`src/rtl/vga_fb_scanout_pkg.sv`:
```
// Shared VGA timing defaults and types for the framebuffer scanout path.
// 640x480@60 defaults; H_TOTAL/V_TOTAL and sync bounds are derived from these.
package vga_pkg;

  localparam int DEF_H_ACTIVE     = 640;
  localparam int DEF_H_FP         = 16;
  localparam int DEF_H_SYNC       = 96;
  localparam int DEF_H_BP         = 48;
  localparam int DEF_V_ACTIVE     = 480;
  localparam int DEF_V_FP         = 10;
  localparam int DEF_V_SYNC       = 2;
  localparam int DEF_V_BP         = 33;
  localparam int DEF_H_TOTAL      = DEF_H_ACTIVE + DEF_H_FP + DEF_H_SYNC + DEF_H_BP;
  localparam int DEF_V_TOTAL      = DEF_V_ACTIVE + DEF_V_FP + DEF_V_SYNC + DEF_V_BP;
  localparam int DEF_H_SYNC_START = DEF_H_ACTIVE + DEF_H_FP;
  localparam int DEF_H_SYNC_END   = DEF_H_SYNC_START + DEF_H_SYNC - 1;
  localparam int DEF_V_SYNC_START = DEF_V_ACTIVE + DEF_V_FP;
  localparam int DEF_V_SYNC_END   = DEF_V_SYNC_START + DEF_V_SYNC - 1;
  localparam int CNT_W            = 12;

  typedef struct packed {
    logic [7:0] r;
    logic [7:0] g;
    logic [7:0] b;
  } rgb_t;

  typedef struct packed {
    logic hsync;
    logic vsync;
    logic blank_n;
    logic win;
    logic border;
  } ctrl_t;

  localparam ctrl_t CTRL_IDLE = '{hsync: 1'b1, vsync: 1'b1, blank_n: 1'b0, win: 1'b0, border: 1'b0};

endpackage

```
`src/rtl/vga_fb_scanout_if.sv`:
```
// Framebuffer RAM port-B read bus: the scanout drives address/enable, the RAM returns data.
interface vga_fb_scanout_if #(
  parameter int ADDR_W = 16,
  parameter int DATA_W = 32
);
  logic [ADDR_W-1:0] mem_addr;
  logic              mem_rd_en;
  logic [DATA_W-1:0] mem_rdata;

  modport master (output mem_addr, output mem_rd_en, input mem_rdata);
  modport slave  (input mem_addr, input mem_rd_en, output mem_rdata);
endinterface

```
`src/rtl/vga_fb_scanout_timing_gen.sv`:
```
// Horizontal/vertical counters with raw (undelayed) sync, active-area and frame-start decode.
module vga_timing_gen import vga_pkg::*; #(
  parameter int H_ACTIVE = DEF_H_ACTIVE,
  parameter int H_FP     = DEF_H_FP,
  parameter int H_SYNC   = DEF_H_SYNC,
  parameter int H_BP     = DEF_H_BP,
  parameter int V_ACTIVE = DEF_V_ACTIVE,
  parameter int V_FP     = DEF_V_FP,
  parameter int V_SYNC   = DEF_V_SYNC,
  parameter int V_BP     = DEF_V_BP
) (
  input  logic             vga_clk,
  input  logic             reset,
  output logic [CNT_W-1:0] h,
  output logic [CNT_W-1:0] v,
  output logic             hsync_raw,
  output logic             vsync_raw,
  output logic             active,
  output logic             frame_start
);
  localparam int H_TOTAL      = H_ACTIVE + H_FP + H_SYNC + H_BP;
  localparam int V_TOTAL      = V_ACTIVE + V_FP + V_SYNC + V_BP;
  localparam int H_SYNC_START = H_ACTIVE + H_FP;
  localparam int H_SYNC_END   = H_SYNC_START + H_SYNC - 1;
  localparam int V_SYNC_START = V_ACTIVE + V_FP;
  localparam int V_SYNC_END   = V_SYNC_START + V_SYNC - 1;

  logic [CNT_W-1:0] h_next, v_next;

  always_comb begin
    h_next = h + 1'b1;
    v_next = v;
    if (h == CNT_W'(H_TOTAL - 1)) begin
      h_next = '0;
      v_next = (v == CNT_W'(V_TOTAL - 1)) ? '0 : v + 1'b1;
    end
  end

  // frame_start is registered from the next-state decode so it stays low out of reset
  always_ff @(posedge vga_clk) begin
    if (reset) begin
      h           <= '0;
      v           <= '0;
      frame_start <= 1'b0;
    end else begin
      h           <= h_next;
      v           <= v_next;
      frame_start <= (h_next == '0) && (v_next == '0);
    end
  end

  assign hsync_raw = !((h >= CNT_W'(H_SYNC_START)) && (h <= CNT_W'(H_SYNC_END)));
  assign vsync_raw = !((v >= CNT_W'(V_SYNC_START)) && (v <= CNT_W'(V_SYNC_END)));
  assign active    = (h < CNT_W'(H_ACTIVE)) && (v < CNT_W'(V_ACTIVE));

endmodule

```
`src/rtl/vga_fb_scanout.sv`:
```
// VGA scanout: fetches a centred grayscale image from framebuffer port B and drives the DAC pins.
// Optional VGA_BORDER_EN macro paints a BORDER_RGB frame of BORDER_W pixels around the image.
module vga_fb_scanout import vga_pkg::*; #(
  parameter int          H_ACTIVE   = DEF_H_ACTIVE,
  parameter int          H_FP       = DEF_H_FP,
  parameter int          H_SYNC     = DEF_H_SYNC,
  parameter int          H_BP       = DEF_H_BP,
  parameter int          V_ACTIVE   = DEF_V_ACTIVE,
  parameter int          V_FP       = DEF_V_FP,
  parameter int          V_SYNC     = DEF_V_SYNC,
  parameter int          V_BP       = DEF_V_BP,
  parameter int          IMG_W      = 256,
  parameter int          IMG_H      = 256,
  parameter int          IMG_X0     = 192,
  parameter int          IMG_Y0     = 112,
  parameter int          ADDR_W     = 16,
  parameter int          DATA_W     = 32,
  parameter int          RD_LAT     = 1,
  parameter int          BORDER_W   = 4,
  parameter logic [23:0] BORDER_RGB = 24'hFF0000
) (
  input  logic                    vga_clk,
  input  logic                    reset,
  input  logic                    enable,
  vga_fb_scanout_if.master        mem,
  output logic                    vga_hsync,
  output logic                    vga_vsync,
  output logic                    vga_blank_n,
  output logic                    vga_sync_n,
  output logic [7:0]              vga_r,
  output logic [7:0]              vga_g,
  output logic [7:0]              vga_b,
  output logic                    frame_start
);
  // Control delay ahead of the pin registers; pins add one more stage for L = RD_LAT + 2.
  localparam int STAGES = RD_LAT + 1;
`ifdef VGA_BORDER_EN
  localparam bit BORDER_ON = 1'b1;
`else
  localparam bit BORDER_ON = 1'b0;
`endif

  logic [CNT_W-1:0]  h, v;
  logic              hsync_raw, vsync_raw, active;
  logic              frame_en, img_rect, bord_rect, win, border;
  logic [ADDR_W-1:0] addr;
  ctrl_t             ctrl_p0, ctrl_last;
  ctrl_t             dly_p [STAGES];
  rgb_t              pix;
  logic              unused_rdata_hi;

  vga_timing_gen #(
    .H_ACTIVE(H_ACTIVE), .H_FP(H_FP), .H_SYNC(H_SYNC), .H_BP(H_BP),
    .V_ACTIVE(V_ACTIVE), .V_FP(V_FP), .V_SYNC(V_SYNC), .V_BP(V_BP)
  ) u_timing (
    .vga_clk    (vga_clk),
    .reset      (reset),
    .h          (h),
    .v          (v),
    .hsync_raw  (hsync_raw),
    .vsync_raw  (vsync_raw),
    .active     (active),
    .frame_start(frame_start)
  );

  assign img_rect  = (h >= CNT_W'(IMG_X0)) && (h <= CNT_W'(IMG_X0 + IMG_W - 1)) &&
                     (v >= CNT_W'(IMG_Y0)) && (v <= CNT_W'(IMG_Y0 + IMG_H - 1));
  assign bord_rect = (h >= CNT_W'(IMG_X0 - BORDER_W)) && (h <= CNT_W'(IMG_X0 + IMG_W - 1 + BORDER_W)) &&
                     (v >= CNT_W'(IMG_Y0 - BORDER_W)) && (v <= CNT_W'(IMG_Y0 + IMG_H - 1 + BORDER_W));
  assign win       = img_rect && frame_en;
  // Border ring is geometric only, so it stays visible while the image is disabled
  assign border    = BORDER_ON && bord_rect && !img_rect && active;

  assign ctrl_p0 = '{hsync: hsync_raw, vsync: vsync_raw, blank_n: active, win: win, border: border};

  // Stage p0 -> p1: frame-enable latch, linear address counter, RAM request
  always_ff @(posedge vga_clk) begin
    if (reset) begin
      frame_en      <= 1'b0;
      addr          <= '0;
      mem.mem_addr  <= '0;
      mem.mem_rd_en <= 1'b0;
    end else begin
      if ((h == '0) && (v == '0)) begin
        frame_en <= enable;
        addr     <= '0;
      end else if (win) begin
        addr <= addr + 1'b1;
      end
      mem.mem_addr  <= addr;
      mem.mem_rd_en <= win;
    end
  end

  // Stages p1..pSTAGES: control travels alongside the RAM read
  always_ff @(posedge vga_clk) begin
    if (reset) begin
      for (int i = 0; i < STAGES; i++) dly_p[i] <= CTRL_IDLE;
    end else begin
      dly_p[0] <= ctrl_p0;
      for (int i = 1; i < STAGES; i++) dly_p[i] <= dly_p[i-1];
    end
  end

  assign ctrl_last       = dly_p[STAGES-1];
  assign unused_rdata_hi = ^mem.mem_rdata[DATA_W-1:8];

  always_comb begin
    pix = '0;
    if (ctrl_last.win) begin
      pix = '{r: mem.mem_rdata[7:0], g: mem.mem_rdata[7:0], b: mem.mem_rdata[7:0]};
    end else if (ctrl_last.border) begin
      pix = BORDER_RGB;
    end
  end

  // Output stage: pin registers
  always_ff @(posedge vga_clk) begin
    if (reset) begin
      vga_hsync   <= 1'b1;
      vga_vsync   <= 1'b1;
      vga_blank_n <= 1'b0;
      vga_r       <= '0;
      vga_g       <= '0;
      vga_b       <= '0;
    end else begin
      vga_hsync   <= ctrl_last.hsync;
      vga_vsync   <= ctrl_last.vsync;
      vga_blank_n <= ctrl_last.blank_n;
      vga_r       <= pix.r;
      vga_g       <= pix.g;
      vga_b       <= pix.b;
    end
  end

  assign vga_sync_n = 1'b0;

endmodule

```
`src/flat_wrapper.sv`:
```
// flat-port wrapper written by rule: the top's interface ports become plain ports
module vga_fb_scanout_flat import vga_pkg::*;
#(
  parameter int          H_ACTIVE   = DEF_H_ACTIVE,
  parameter int          H_FP       = DEF_H_FP,
  parameter int          H_SYNC     = DEF_H_SYNC,
  parameter int          H_BP       = DEF_H_BP,
  parameter int          V_ACTIVE   = DEF_V_ACTIVE,
  parameter int          V_FP       = DEF_V_FP,
  parameter int          V_SYNC     = DEF_V_SYNC,
  parameter int          V_BP       = DEF_V_BP,
  parameter int          IMG_W      = 256,
  parameter int          IMG_H      = 256,
  parameter int          IMG_X0     = 192,
  parameter int          IMG_Y0     = 112,
  parameter int          ADDR_W     = 16,
  parameter int          DATA_W     = 32,
  parameter int          RD_LAT     = 1,
  parameter int          BORDER_W   = 4,
  parameter logic [23:0] BORDER_RGB = 24'hFF0000
)
  (vga_clk, reset, enable, vga_hsync, vga_vsync, vga_blank_n, vga_sync_n, vga_r, vga_g, vga_b, frame_start, mem_mem_addr, mem_mem_rd_en, mem_mem_rdata);
  vga_fb_scanout_if #(.ADDR_W(ADDR_W), .DATA_W(DATA_W)) mem_i ();
  input  logic vga_clk;
  input  logic reset;
  input  logic enable;
  output logic vga_hsync;
  output logic vga_vsync;
  output logic vga_blank_n;
  output logic vga_sync_n;
  output logic [7:0] vga_r;
  output logic [7:0] vga_g;
  output logic [7:0] vga_b;
  output logic frame_start;
  output wire logic [$bits(mem_i.mem_addr)-1:0] mem_mem_addr;
  output wire logic [$bits(mem_i.mem_rd_en)-1:0] mem_mem_rd_en;
  input wire logic [$bits(mem_i.mem_rdata)-1:0] mem_mem_rdata;
  assign mem_mem_addr = mem_i.mem_addr;
  assign mem_mem_rd_en = mem_i.mem_rd_en;
  assign mem_i.mem_rdata = mem_mem_rdata;
  vga_fb_scanout #(.H_ACTIVE(H_ACTIVE), .H_FP(H_FP), .H_SYNC(H_SYNC), .H_BP(H_BP), .V_ACTIVE(V_ACTIVE), .V_FP(V_FP), .V_SYNC(V_SYNC), .V_BP(V_BP), .IMG_W(IMG_W), .IMG_H(IMG_H), .IMG_X0(IMG_X0), .IMG_Y0(IMG_Y0), .ADDR_W(ADDR_W), .DATA_W(DATA_W), .RD_LAT(RD_LAT), .BORDER_W(BORDER_W), .BORDER_RGB(BORDER_RGB)) u_core (.vga_clk(vga_clk), .reset(reset), .enable(enable), .mem(mem_i), .vga_hsync(vga_hsync), .vga_vsync(vga_vsync), .vga_blank_n(vga_blank_n), .vga_sync_n(vga_sync_n), .vga_r(vga_r), .vga_g(vga_g), .vga_b(vga_b), .frame_start(frame_start));
endmodule
```
`config.mk`:
```
export PLATFORM = sky130hd
export DESIGN_NAME = vga_fb_scanout_flat
export DESIGN_NICKNAME = d
export VERILOG_FILES = /design/src/rtl/vga_fb_scanout_pkg.sv /design/src/rtl/vga_fb_scanout_if.sv /design/src/rtl/vga_fb_scanout_timing_gen.sv /design/src/rtl/vga_fb_scanout.sv /design/src/flat_wrapper.sv
export SDC_FILE = /design/constraint.sdc
export NUM_CORES = 1
export LEC_CHECK = 0
export ABC_AREA = 1
export BUFFER_PORTS_ARGS = -buffer_cell sky130_fd_sc_hd__buf_2
export CAP_MARGIN = 5
export CORE_AREA = 10 10 96 98
export CTS_BUF_LIST = sky130_fd_sc_hd__clkbuf_4 sky130_fd_sc_hd__clkbuf_8
export CTS_CLUSTER_SIZE = 24
export DETAILED_ROUTE_END_ITERATION = 8
export DIE_AREA = 0 0 106 108
export PLACE_DENSITY_LB_ADDON = 0.12
export REMOVE_ABC_BUFFERS = 1
export SLEW_MARGIN = 10
export SYNTH_ARGS = -nofsm -noshare
export SYNTH_HDL_FRONTEND = slang
export SYNTH_HIERARCHICAL = 1
export SYNTH_SLANG_ARGS = --single-unit
```
`constraint.sdc`:
```
create_clock -name vga_clk -period 4 [get_ports vga_clk]
set_input_delay 0.2 -clock vga_clk [delete_from_list [all_inputs] [get_ports vga_clk]]
set_output_delay 0.2 -clock vga_clk [all_outputs]
set_load 0.005 [all_outputs]
```
# After elaboration in Yosys (flattened, before gate mapping)
# Memories as Yosys holds them, arrays and structs flattened.
# Index checks and enable logic that the tools add are counted.
[classes]
bitwise = 2
n_lt_le_gt_ge = 10
n_eq_ne = 2
n_div = 0
n_reduce_logical = 16
n_mul = 0
n_addsub = 3
n_shift = 0
mux = 10
[ops]
columns = ["cell", "count"]
rows = [
  ["$logic_not A12 Y1", 4],
  ["$mux W24", 2],
  ["$le A12 B9 Y1 const B", 3],
  ["$mux W12", 3],
  ["$add A12 B1 Y12 const B", 2],
  ["$eq A12 B10 Y1 const B", 2],
  ["$add A16 B1 Y16 const B", 1],
  ["$ge A12 B10 Y1 const B", 1],
  ["$ge A12 B7 Y1 const B", 1],
  ["$ge A12 B8 Y1 const B", 1],
  ["$ge A12 B9 Y1 const B", 1],
  ["$le A12 B10 Y1 const B", 1],
  ["$lt A12 B10 Y1 const B", 1],
  ["$lt A12 B9 Y1 const B", 1],
  ["$mux W5", 2],
  ["$logic_and A1 B1 Y1", 9],
  ["$mux W1", 3],
  ["$logic_not A1 Y1", 2],
  ["$or A1 B1 Y1", 2],
  ["$reduce_or A2 Y1", 1],
]
[word_totals]
memories = 1
in_bits = 35
out_inout_bits = 46
register_bits = 86
mem_bits_rw = 10
rom_bits = 0
word_cells = 57
latchBits = 0
[memory_table]
columns = ["name", "words", "width", "read_ports", "rd_clocked_by_memory_dff", "write_ports", "line", "source"]
rows = [
  ["u_core.dly_p", 2, 5, 2, 0, 2, "vga_fb_scanout.sv:48", "ctrl_t dly_p [STAGES];"],
]

# Depth between registers and ports, before layout
[logic_depth]
word_depth = 6
mapped_depth = 12
ltp_nobuf = 12

# By module
# The synthesis kept the hierarchy.
[by_module_without_submodules]
columns = ["mod", "cells_per_inst", "seq_area_each_um2", "n_inst", "area_each_um2"]
rows = [
  ["vga_fb_scanout", 315, 1041.0, 1, 2341.0],
  ["vga_timing_gen", 256, 500.5, 1, 1601.5],
]

# Least setup slack after synthesis
# Ideal clock, no wire load.
[synth_path]
path_kind = "reg2reg"
from = "register u_core.u_timing.h[0]"
to = "register u_core.u_timing.frame_start"
setup_ps = 64
path_stages_with_launch = 13
required_ps = 3936
path_slack_ps = 2244
synth_period_minus_slack_ps = 1756
path_buffers = 1
arrival_time_ps = 1693
cell_sequence = "dfxtp_1 > ha_1 > nand2_1 > nor2_2 > nand2_2 > nor2_8 > buf_8 > nand4_2 > nand2_1 > nand2_1 > nor2_1 > nand2_1 > nor2_1"
[synth_between]
elab_chain_cells = 4
word_cells_on_any_way = 7
classes_between = "add/sub: 1; eq/ne: 1; mux: 2; reduce/logical: 3"
[synth_lines]
columns = ["element", "line", "source"]
rows = [
  ["from (decl)", "vga_fb_scanout_timing_gen.sv:14", "output logic [CNT_W-1:0] h,"],
  ["from (signal assigned)", "vga_fb_scanout_timing_gen.sv:46", "h <= h_next;"],
  ["$add A12 B1 Y12 or $eq A12 B10 Y1 (tied branches)", "vga_fb_scanout_timing_gen.sv:31, vga_fb_scanout_timing_gen.sv:33", ""],
  ["$mux W12", "vga_fb_scanout_timing_gen.sv:33", "if (h == CNT_W'(H_TOTAL - 1)) begin"],
  ["$logic_not A12 Y1", "vga_fb_scanout_timing_gen.sv:48", "frame_start <= (h_next == '0) && (v_next == '0);"],
  ["$logic_and A1 B1 Y1 *", "vga_fb_scanout_timing_gen.sv:48", ""],
  ["to (signal assigned)", "vga_fb_scanout_timing_gen.sv:48", ""],
  ["to (decl)", "vga_fb_scanout_timing_gen.sv:19", "output logic frame_start"],
]
# Mark *: on every way between the ends. The rest lies on a longest branch, timed or not.
# A chain may end at the register's enable or synchronous reset.

# Worst setup path after layout
# Ends and elaborated chain as after synthesis.

==> results.yml <==
synth:
  synthDistinctLibCells: 37
  synth-seq-cells: 77
  syn_inst: 571
  synth.avg_cell_area_um2: 6.90
  synth.cell_area_mm2: 0.00394
  yosysSeqAreaShare_pct: 39.1
  ys_warn_count: 6
worst_setup_path:
  worstPathArrival_ps: 2540
  crit_buf_inv: 0
  rrSetupSlack_ps: 1760
  critical_path.top_delay_family: "simple AND/OR/NAND/NOR gates"
  crit_required_ps: 4290
  worstPathMaxFanout: 11
  reg2reg_to: "u_core/u_timing/frame_start"
  crit_path_end: "u_core/u_timing/frame_start"
  start_kind: "flop"
  r2r-start: "u_core/u_timing/h[0]"
  cp_cell_sequence: "ha_1, nand3_1, nor2_1, nand2_1, nand2_2, nand2_1, nor2_1, nand3_1, nor2_1, nand2_1, nor2_1"
  crit_type: "flop to flop"
  max_stage_delay_ps: 510
  path_common_cell: "nor2_1"
  cp-end-kind: "flop"
  critPathLaunch: "u_core/u_timing/h[0]"
  slowest_stage: "dfxtp_1"
  rr_worst_depth: 11
  critical_path_cell_count: 11
global_routing:
  grt_pass1_vias: 3295
  grt-ovfl-total: 0
  grt_pass1_wl_um: 14500
  grt_max_degree: 38
  track_usage_pct: 15.2
  antenna_found_initial: 0
die:
  pin_count: 81
  die_h_um: 108
  start_util_pct: 52.9
  rows: 32
  coreArea_mm2: 0.00745
  die_area_mm2: 0.0114
  die_x_um: 106
timing:
  slew_headroom_pct: 56.1
  period_needed_ps: 2240
  skew_ps: 7.88
  fmax_mhz: 446
  tns_ps: 0
  fin_ws_ps: 1760
  hold_ws_ps: 48.0
  fin_crit_sh_pct: 56.0
  finalSetupViolations: 0
  hold_viol_final: 0
  finalMaxSlewViolations: 0
  worst_pin_slew_ps: 658
  rsz0062_at_grt: "no"
placed_design:
  dpl_cell_area_mm2: 0.00414
  dpl_worst_slack_ps: 1750
  dp_cells: 699
  place.gp.congestion: 0.911
  dpl.hpwl_um: 6310
  port_buffers: 55
clock_tree:
  clockBufferDepth: 2
  clk_latency_ps: 350
  cts_inserted_buffers: 9
  root_buffer: "clkbuf_8"
  cts_tree: "yes"
  cts_resized: 0
  h-tree-depth: 3
  hold_buffers: 0
  cts.clk_slew.worst_paths_ps: 80
  cts.sinks: 77
  cts_setup_buffers: 0
route:
  post_drt_wl_per_cell_um: 11.9
  drt_first_pass_iters: 4
  drtIter0Drc: 148
  antenna_left: 0
  wl_um: 8540
  drc: 0
  vias: 3530
  viasPerCell: 4.94
cells_and_area:
  num_antenna_cells: 0
  fill_cells: 746
  register_area_mm2: 0.00154
  area_growth_pct: 10.7
  multi_input_area_mm2: 0.00192
  final_nets: 650
  drive_above_1_share_pct: 17.6
  fin_cells: 715
  fin_util_pct: 58.6
  fin_area_mm2: 0.00437
pwr:
  total_leakage_power_nw: 1.95
  peakVddDrop_uv: 185
  p_total_mw: 1.49
  cellPowerDensity_mw_per_mm2: 342
outcome:
  status: "completed"
job:
  drv_cap: 0
worst_hold_path:
  worstHoldPathCells: 3
  hold_class: "primary input to flop"
==> how the worst min path moves through the flow <==
stage,start,to,slack [ps]
finish,mem_mem_rdata[4],u_core/vga_r[4],50
global route,mem_mem_rdata[1],u_core/vga_r[1],30
CTS,mem_mem_rdata[4],u_core/vga_r[4],30
detailed placement,u_core/dly_p[0][4],u_core/dly_p[0][9],390
global placement,u_core/dly_p[0][2],u_core/dly_p[0][7],390
floorplan,reset,u_core/u_timing/h[6],270
==> registers in the layout, summed over array words and instances (netlist names), 8 cells and up <==
name and count:
u_core/addr 16, u_core/mem.mem_addr 16, u_core/u_timing/h 12, u_core/u_timing/v 12, u_core/dly_p 8, u_core/vga_r 8
==> synth_stat cells (all sizes together) <==
cell,n,area [um^2]
ha,7,87.6
a21oi,13,68.8
conb,1,3.75
nor4,2,12.5
or2,8,50.1
and2,2,12.5
nand3,59,315
nor3,12,97.6
dfxtp,77,1540
nor2,123,510
clkbuf,6,22.5
buf,24,193
o21bai,2,15.0
o311ai,1,8.76
inv,70,263
xnor2,2,17.5
o211ai,1,7.51
o21ai,5,25.0
xor2,3,26.3
nand3b,1,7.51
nand4,23,150
nand2,129,507
==> final cells by class <==
type                    instances  area share, %
repair buffers                 56           6.48
clock buffers                  11           3.32
well taps                     102           2.92
flip-flops and latches         77           35.3
clock inverters                 5           1.89
multi-input cells             394           44.1
inverters                      70           6.02
==> worst reg2reg max path, delay by kind of cell (launching register included) <==
family | cells | cell delay, ps
adder cells (fa/ha/maj) | 1 | 290
AND/OR/NAND/NOR | 10 | 1390
flip-flops | 1 | 510
==> report_power, final <==
group          internal [mW]  switching (mW)  leakage, nW
Clock                  0.378           0.291        0.117
Sequential             0.771         0.00948        0.622
Combinational         0.0139          0.0285         1.21
Total                   1.16           0.329         1.95
==> routing by layer <==
metal | routed length, um | GRT usage [%]
met2 | 4060 | 25.8
met5 | 0 | 0
met3 | 585 | 5.12
met1 | 3700 | 16.8
met4 | 186 | 7.35
==> kinds of logic after synthesis <==
logic type / Yosys count / share of synthesized area, %
other: 1 / 0.0951
buffers and inverters: 100 / 12.1
and+or+nand+nor: 359 / 42.2
xor gates and xnor gates: 5 / 1.11
adders and majority gates: 7 / 2.22
DFF: 77 / 39.1
AOI/OAI and AO/OA: 22 / 3.17
==> placed cells by master, fill, tap and decap left out, drive strengths merged <==
| master | count |
|---|---|
| or2 | 8 |
| nand3 | 59 |
| nand3b | 1 |
| clkinv | 2 |
| and2 | 2 |
| inv | 71 |
| nor3 | 12 |
| xor2 | 3 |
| clkbuf | 11 |
| bufinv | 2 |
| ha | 7 |
| nand2 | 129 |
| o311ai | 1 |
| o21ai | 5 |
| a21oi | 13 |
| dfxtp | 77 |
| buf | 56 |
| conb | 1 |
| o211ai | 1 |
| nand4 | 23 |
| nor4 | 2 |
| xnor2 | 2 |
| o21bai | 2 |
| nor2 | 123 |
(Power assumes the default switching activity.)
